File: src/rtl/cache_port_arbiter.sv
`default_nettype none
// ============================================================================
// cache_port_arbiter : shares the data-cache request port between instruction
// fetch (port 0) and load/store (port 1); one access in flight at a time.
// Option macro: CACHE_ARB_FIXED_PRI_EN (port 0 always wins a tie).
// Revision: 1.0
// ============================================================================
module cache_port_arbiter #(
  parameter int ADDR_W = 32,
  parameter int DATA_W = 32
) (
  input  logic              clk,
  input  logic              rst,
  input  logic              m0_req,
  input  logic              m0_we,
  input  logic [ADDR_W-1:0] m0_addr,
  input  logic [DATA_W-1:0] m0_wdata,
  output logic              m0_gnt,
  output logic              m0_done,
  output logic [DATA_W-1:0] m0_rdata,
  input  logic              m1_req,
  input  logic              m1_we,
  input  logic [ADDR_W-1:0] m1_addr,
  input  logic [DATA_W-1:0] m1_wdata,
  output logic              m1_gnt,
  output logic              m1_done,
  output logic [DATA_W-1:0] m1_rdata,
  output logic              c_rEn,
  output logic              c_wEn,
  output logic [ADDR_W-1:0] c_address,
  output logic [DATA_W-1:0] c_wdata,
  input  logic              c_done,
  input  logic [DATA_W-1:0] c_rdata,
  output logic              busy
);

  typedef enum logic [1:0] {
    S_IDLE = 2'd0,
    S_BUSY = 2'd1,
    S_RESP = 2'd2
  } state_t;

  state_t      state_q;
  logic        owner_q;
  logic        owner_d;
  logic              sel_we;
  logic [ADDR_W-1:0] sel_addr;
  logic [DATA_W-1:0] sel_wdata;

`ifdef CACHE_ARB_FIXED_PRI_EN
  assign owner_d = m1_req & ~m0_req;
`else
  logic last_served_q;
  // Port 1 wins when alone, or on a tie when port 0 was served last.
  assign owner_d = m1_req & (~m0_req | ~last_served_q);
`endif

  assign sel_we    = owner_d ? m1_we    : m0_we;
  assign sel_addr  = owner_d ? m1_addr  : m0_addr;
  assign sel_wdata = owner_d ? m1_wdata : m0_wdata;

  always_ff @(posedge clk or negedge rst) begin
    if (!rst) begin
      state_q   <= S_IDLE;
      owner_q   <= 1'b0;
`ifndef CACHE_ARB_FIXED_PRI_EN
      last_served_q <= 1'b1;
`endif
      m0_gnt    <= 1'b0;
      m1_gnt    <= 1'b0;
      m0_done   <= 1'b0;
      m1_done   <= 1'b0;
      m0_rdata  <= '0;
      m1_rdata  <= '0;
      c_rEn     <= 1'b0;
      c_wEn     <= 1'b0;
      c_address <= '0;
      c_wdata   <= '0;
      busy      <= 1'b0;
    end else begin
      case (state_q)
        S_IDLE: begin
          if (m0_req || m1_req) begin
            owner_q   <= owner_d;
            c_wEn     <= sel_we;
            c_rEn     <= ~sel_we;
            c_address <= sel_addr;
            c_wdata   <= sel_wdata;
            m0_gnt    <= ~owner_d;
            m1_gnt    <= owner_d;
            busy      <= 1'b1;
            state_q   <= S_BUSY;
          end
        end
        S_BUSY: begin
          m0_gnt <= 1'b0;
          m1_gnt <= 1'b0;
          if (c_done) begin
            if (c_rEn) begin
              if (owner_q) m1_rdata <= c_rdata;
              else         m0_rdata <= c_rdata;
            end
            c_rEn   <= 1'b0;
            c_wEn   <= 1'b0;
            m0_done <= ~owner_q;
            m1_done <= owner_q;
            state_q <= S_RESP;
          end
        end
        S_RESP: begin
          m0_done <= 1'b0;
          m1_done <= 1'b0;
          busy    <= 1'b0;
`ifndef CACHE_ARB_FIXED_PRI_EN
          last_served_q <= owner_q;
`endif
          state_q <= S_IDLE;
        end
        default: state_q <= S_IDLE;
      endcase
    end
  end

endmodule
`default_nettype wire

File: config.mk
export PLATFORM = sky130hd
export DESIGN_NAME = cache_port_arbiter
export DESIGN_NICKNAME = d
export VERILOG_FILES = /design/src/rtl/cache_port_arbiter.sv
export SDC_FILE = /design/constraint.sdc
export NUM_CORES = 1
export LEC_CHECK = 0
export ABC_AREA = 1
export BUFFER_PORTS_ARGS = -buffer_cell sky130_fd_sc_hd__buf_2
export CAP_MARGIN = 0
export CELL_PAD_IN_SITES_DETAIL_PLACEMENT = 0
export CELL_PAD_IN_SITES_GLOBAL_PLACEMENT = 1
export CORE_UTILIZATION = 34
export CTS_CLUSTER_SIZE = 30
export DETAILED_ROUTE_END_ITERATION = 8
export PLACE_DENSITY = 0.87
export SYNTH_ARGS = -nofsm -noshare
export SYNTH_HDL_FRONTEND = slang
export SYNTH_SLANG_ARGS = --single-unit
File: constraint.sdc
create_clock -name clk -period 3.9 [get_ports clk]
set_clock_uncertainty 0.05 [all_clocks]
set_input_delay 0.39 -clock clk [delete_from_list [all_inputs] [get_ports clk]]
set_output_delay 0.39 -clock clk [all_outputs]
set_load 0.05 [all_outputs]
* After elaboration in Yosys (flattened, before gate mapping) *
Index checks and enable logic that the tools add are counted.

word-level totals
  bits of input ports = 167
  word-level logic and storage cells = 59
  register bits = 139
  output and inout bits = 135

cells by class
  bitwise gates (word level) = 7
  reductions and logical operators = 13
  mux-type cells = 21
  equality and inequality tests = 4

operator list
  kind                number
  $mux 32             2
  $pmux 1 s2          7
  $reduce_and 2->1    5
  $mux 1              9
  $reduce_and 4->1    2
  $reduce_bool 2->1   3
  $not 1->1           5
  $mux 2              2
  $ne 2x2->1 const B  2
  $pmux 2 s2          1
  $reduce_and 3->1    1
  $eq 2x1->1 const B  1
  $eq 2x2->1 const B  1
  $logic_not 2->1     1
  $and 1x1->1         1
  $logic_or 1x1->1    1
  $or 1x1->1          1

* Logic depth before layout (Yosys ltp) *
  depth in word-level cells = 7
  mapped depth = 8
  mapped depth without buffers = 6

* Worst setup path after synthesis *
Ideal clock, no wire load.

  kind = register to register
  from = register c_rEn
  to = register m1_rdata[0]
  required time = 3.731 ns
  period minus slack after synthesis = 1.465 ns
  data arrival time = 1.296 ns
  slack = 2.435 ns
  path buffers = 1
  cell stages (with the launch flop) = 7
  library setup time = 0.119 ns
  cell sequence = dfrtp_1 -> nand2_1 -> inv_2 -> nand3_1 -> buf_2 -> nand2_1 -> nand2_1

between the ends
  word-level cells in the longest chain between the ends = 1

RTL lines
  element                            RTL line  source
  start: declaration                 28        output logic c_rEn,
  start signal: assignment           86        c_rEn <= ~sel_we;
  $reduce_and 4->1 (no source line)  n/a
  end signal: assignment             100       if (owner_q) m1_rdata <= c_rdata;
  end: declaration                   27        output logic [DATA_W-1:0] m1_rdata,

No other way between the ends.
A chain may end at the register's enable or synchronous reset.

* Worst setup path in the final report *
  from = register state_q[1]
  to = register m0_rdata[30]

between the ends
  word-level cells in the longest chain between the ends = 2

RTL lines
  element                            RTL line  source
  start: declaration                 43        state_t state_q;
  start signal: assignment           64        state_q <= S_IDLE;
  start signal: assignment           92        state_q <= S_BUSY;
  start signal: assignment           107       state_q <= S_RESP;
  $eq 2x1->1                         81        case (state_q)
  $reduce_and 4->1 (no source line)  n/a
  end signal: assignment             101       else m0_rdata <= c_rdata;
  end: declaration                   20        output logic [DATA_W-1:0] m0_rdata,

No other way between the ends.

==> impl_metrics.ini <==
[global_routing]
maximum_number_of_pins_on_one_net_before_global_route_repair = 88
global_route.overflow_total = 0
grt_antenna_before_repair = 2
gr-usage-all-layers = 0.204
number_of_global_route_vias_before_repair = 5807
grt_pass1_wl_mm = 29.6

[worst_setup_path]
critPathCapture = m0_rdata[30]
arrival_ps = 2520
worstReg2RegEnd = m0_rdata[30]
critical_path_required_ps = 4140
critPathLaunchType = flop
worst-path-max-fanout = 33
worst-r2r-setup-slack_ps = 1630
crit_type = reg -> reg
r2r_start = state_q[1]
crit_path_end_kind = flop
r2r.worst_path.cells = 7
critPathLaunch = state_q[1]

[min_path]
min-delay-path-class = in -> async

[placement]
placed_cell_area_sq_um = 7880
post_detail_place_hpwl_mm = 13.3
gp_congestion = 0.787
buffer_ports.inserted = 301
place_inst = 1308
placement.setup.worst_slack_ps = 1540

[clock_tree]
clockBufferDepth = 2
htree_num_levels = 4
numCtsBuffers = 17
postCtsHoldBufs = 0
cts_setup_buffers = 0
tritoncts = done
ctsResizeCount = 0
clk_pin_slew_worst_paths_ps = 60
cts_sinks = 139
clk_root_buffer_cell = clkbuf_16
insertion_delay_ps = 410

[floorplanning]
floorplan_die_area_sq_um = 18900
initial_core_util = 0.347
die_width_um = 138
rows = 49
ioPinCount = 302
coreArea_sq_um = 18000
chipHeight_um = 138

[drt]
routedWlPerCell_um = 14.2
num_vias = 6210
route.detailed.vias_per_inst = 4.63
drtPass1Iterations = 4
postRouteAntennaNets = 0
iteration_0_drc_markers = 295
drc_violations_left = 0
postRouteWirelength_mm = 19.1

[logic_synthesis]
netlist_instances = 819
postSynthNetCount = 986
synth_warnings = 0
post-synth-top-area-cell = dfrtp_1
ys_seq_area_frac = 0.556
yosysTopAreaCellShare = 0.552
mappedNetlistArea_sq_um = 6260
netlist_top_cells_area = dfrtp_1 (55%), nand2_1 (30%), nand3_1 (8.5%), buf_2 (2.2%), buf_4 (1.1%)
syn_area_per_cell_sq_um = 7.64
ys_ff_latch = 139
synth_cell_types = 16

[final_layout]
area_growth_pct = 35.5
final_design_area_no_fill_sq_um = 8470
post_route_cells_drive_above_1_share = 0.317
design.final.nets = 1265
final_non_filler_cells = 1341

[status]
outcome = complete, no violations

[sta]
setup_slack_ps = 1630
period_share = 0.583
hold_viol_final = 0
worst_pin_slew_ps = 1040
timing.final.crit_period_ps = 2270
finalSetupViolations = 0
worst_slew_margin_rel = 0.303
max_freq_mhz = 440
report.final.slew_viol_count = 0
setup_repair_after_global_routing_missed_its_margin = false
accumulated_negative_setup_slack_ps = 0

[power]
worst_ir_drop_vdd_mv = 0.717
pwr_dens_nw_per_um2 = 1020
leakage_nw = 5.12

[flow_run]
max_cap_viol_count = 0
[layout make-up]
| class | count | area [sq um] |
|---|---|---|
| flip-flops and latches | 139 | 3480 |
| multi-input cells | 623 | 2510 |
| clock inverters | 15 | 164 |
| repair buffers | 311 | 1590 |
| inverters | 6 | 22.5 |
| fillers | 1870 | 9550 |
| well taps | 229 | 287 |
| clock buffers | 17 | 425 |
| diodes | 1 | 2.50 |
[routing by layer]
layer	GRT usage	share of wire
met2	0.322	0.45
met1	0.260	0.44
met5	0	0.00052
met4	0.0861	0.026
met3	0.0578	0.083
[metrics by stage]
| stage | power (mW) | hold WS (ps) | utilization |
|---|---|---|---|
| 4_1_cts | 8.74 | 25.1 | 0.470 |
| 3_5_place_dp | 7.10 | 403 | 0.437 |
| 2_1_floorplan | 5.93 | 44.4 | - |
| 6_report | 8.66 | 2.70 | 0.470 |
| 5_1_grt | 9.19 | 57.9 | 0.470 |
| 3_3_place_gp | 7.05 | 399 | 0.437 |
[Yosys cell counts, drive strengths merged]
cell	instances
inv	6
nand2	506
dfrtp	138
buf	40
nor2	6
nand3	106
a21oi	1
clkbuf	11
o21ai	4
dfstp	1
[kinds of logic after synthesis]
| logic type | count (synthesis) | synth area share |
|---|---|---|
| AND/OR/NAND/NOR | 618 | 0.393 |
| AO/OA/AOI/OAI | 5 | 0.00460 |
| flip-flops | 139 | 0.556 |
| buffers and inverters | 57 | 0.0464 |
[power breakdown]
group	total, mW	internal, mW	leakage, nW	switching, mW
registers	2.51	2.13	1.74	0.381
logic	4.55	0.935	3.09	3.61
clock network	1.61	0.953	0.279	0.657
total	8.66	4.02	5.12	4.65
[sequential cells by signal (all words and copies together), names as in the netlist]
register and flops:
m1_gnt 1, last_served_q 1, owner_q 1, c_rEn 1, m0_gnt 1, state_q 2, c_address 32, c_wdata 32
m1_done 1, c_wEn 1, m0_rdata 32, m1_rdata 32, busy 1, m0_done 1
[cells in the final DEF (no fill, tap or decap), types with 2 or more instances in the layout]
cell / Yosys / layout
nand2_1: 506 / 504
buf_2: 28 / 300
dfrtp_1: 138 / 138
nand3_1: 106 / 106
clkbuf_16: 0 / 17
buf_4: 9 / 10
inv_1: 4 / 4
inv_6: 0 / 4
clkinvlp_4: 0 / 4
nor2_1: 4 / 3
o21ai_0: 3 / 3
inv_2: 2 / 2
nor2_2: 2 / 2
nand2_2: 0 / 2
bufinv_16: 0 / 2
clkinv_4: 0 / 2
clkinv_2: 0 / 2
[worst min path at each step]
stage,start,endpoint,slack [ps]
after global routing,rst,m1_rdata[25],60
after floorplan,rst,busy,40
after CTS,rst,m1_rdata[25],30
final,rst,m1_rdata[25],3
after detailed placement,m1_rdata[7],m1_rdata[7],400
after global placement,m1_rdata[21],m1_rdata[21],400
[critical path, cell delays in order, from the launching register on]
cell and delay (ps):
dfrtp_1 430, inv_2 90, nand2_1 110, nor2_2 110
buf_4 330, nand2_1 710, nand2_1 250, nand2_1 70
Power figures use the tool's default switching activity.
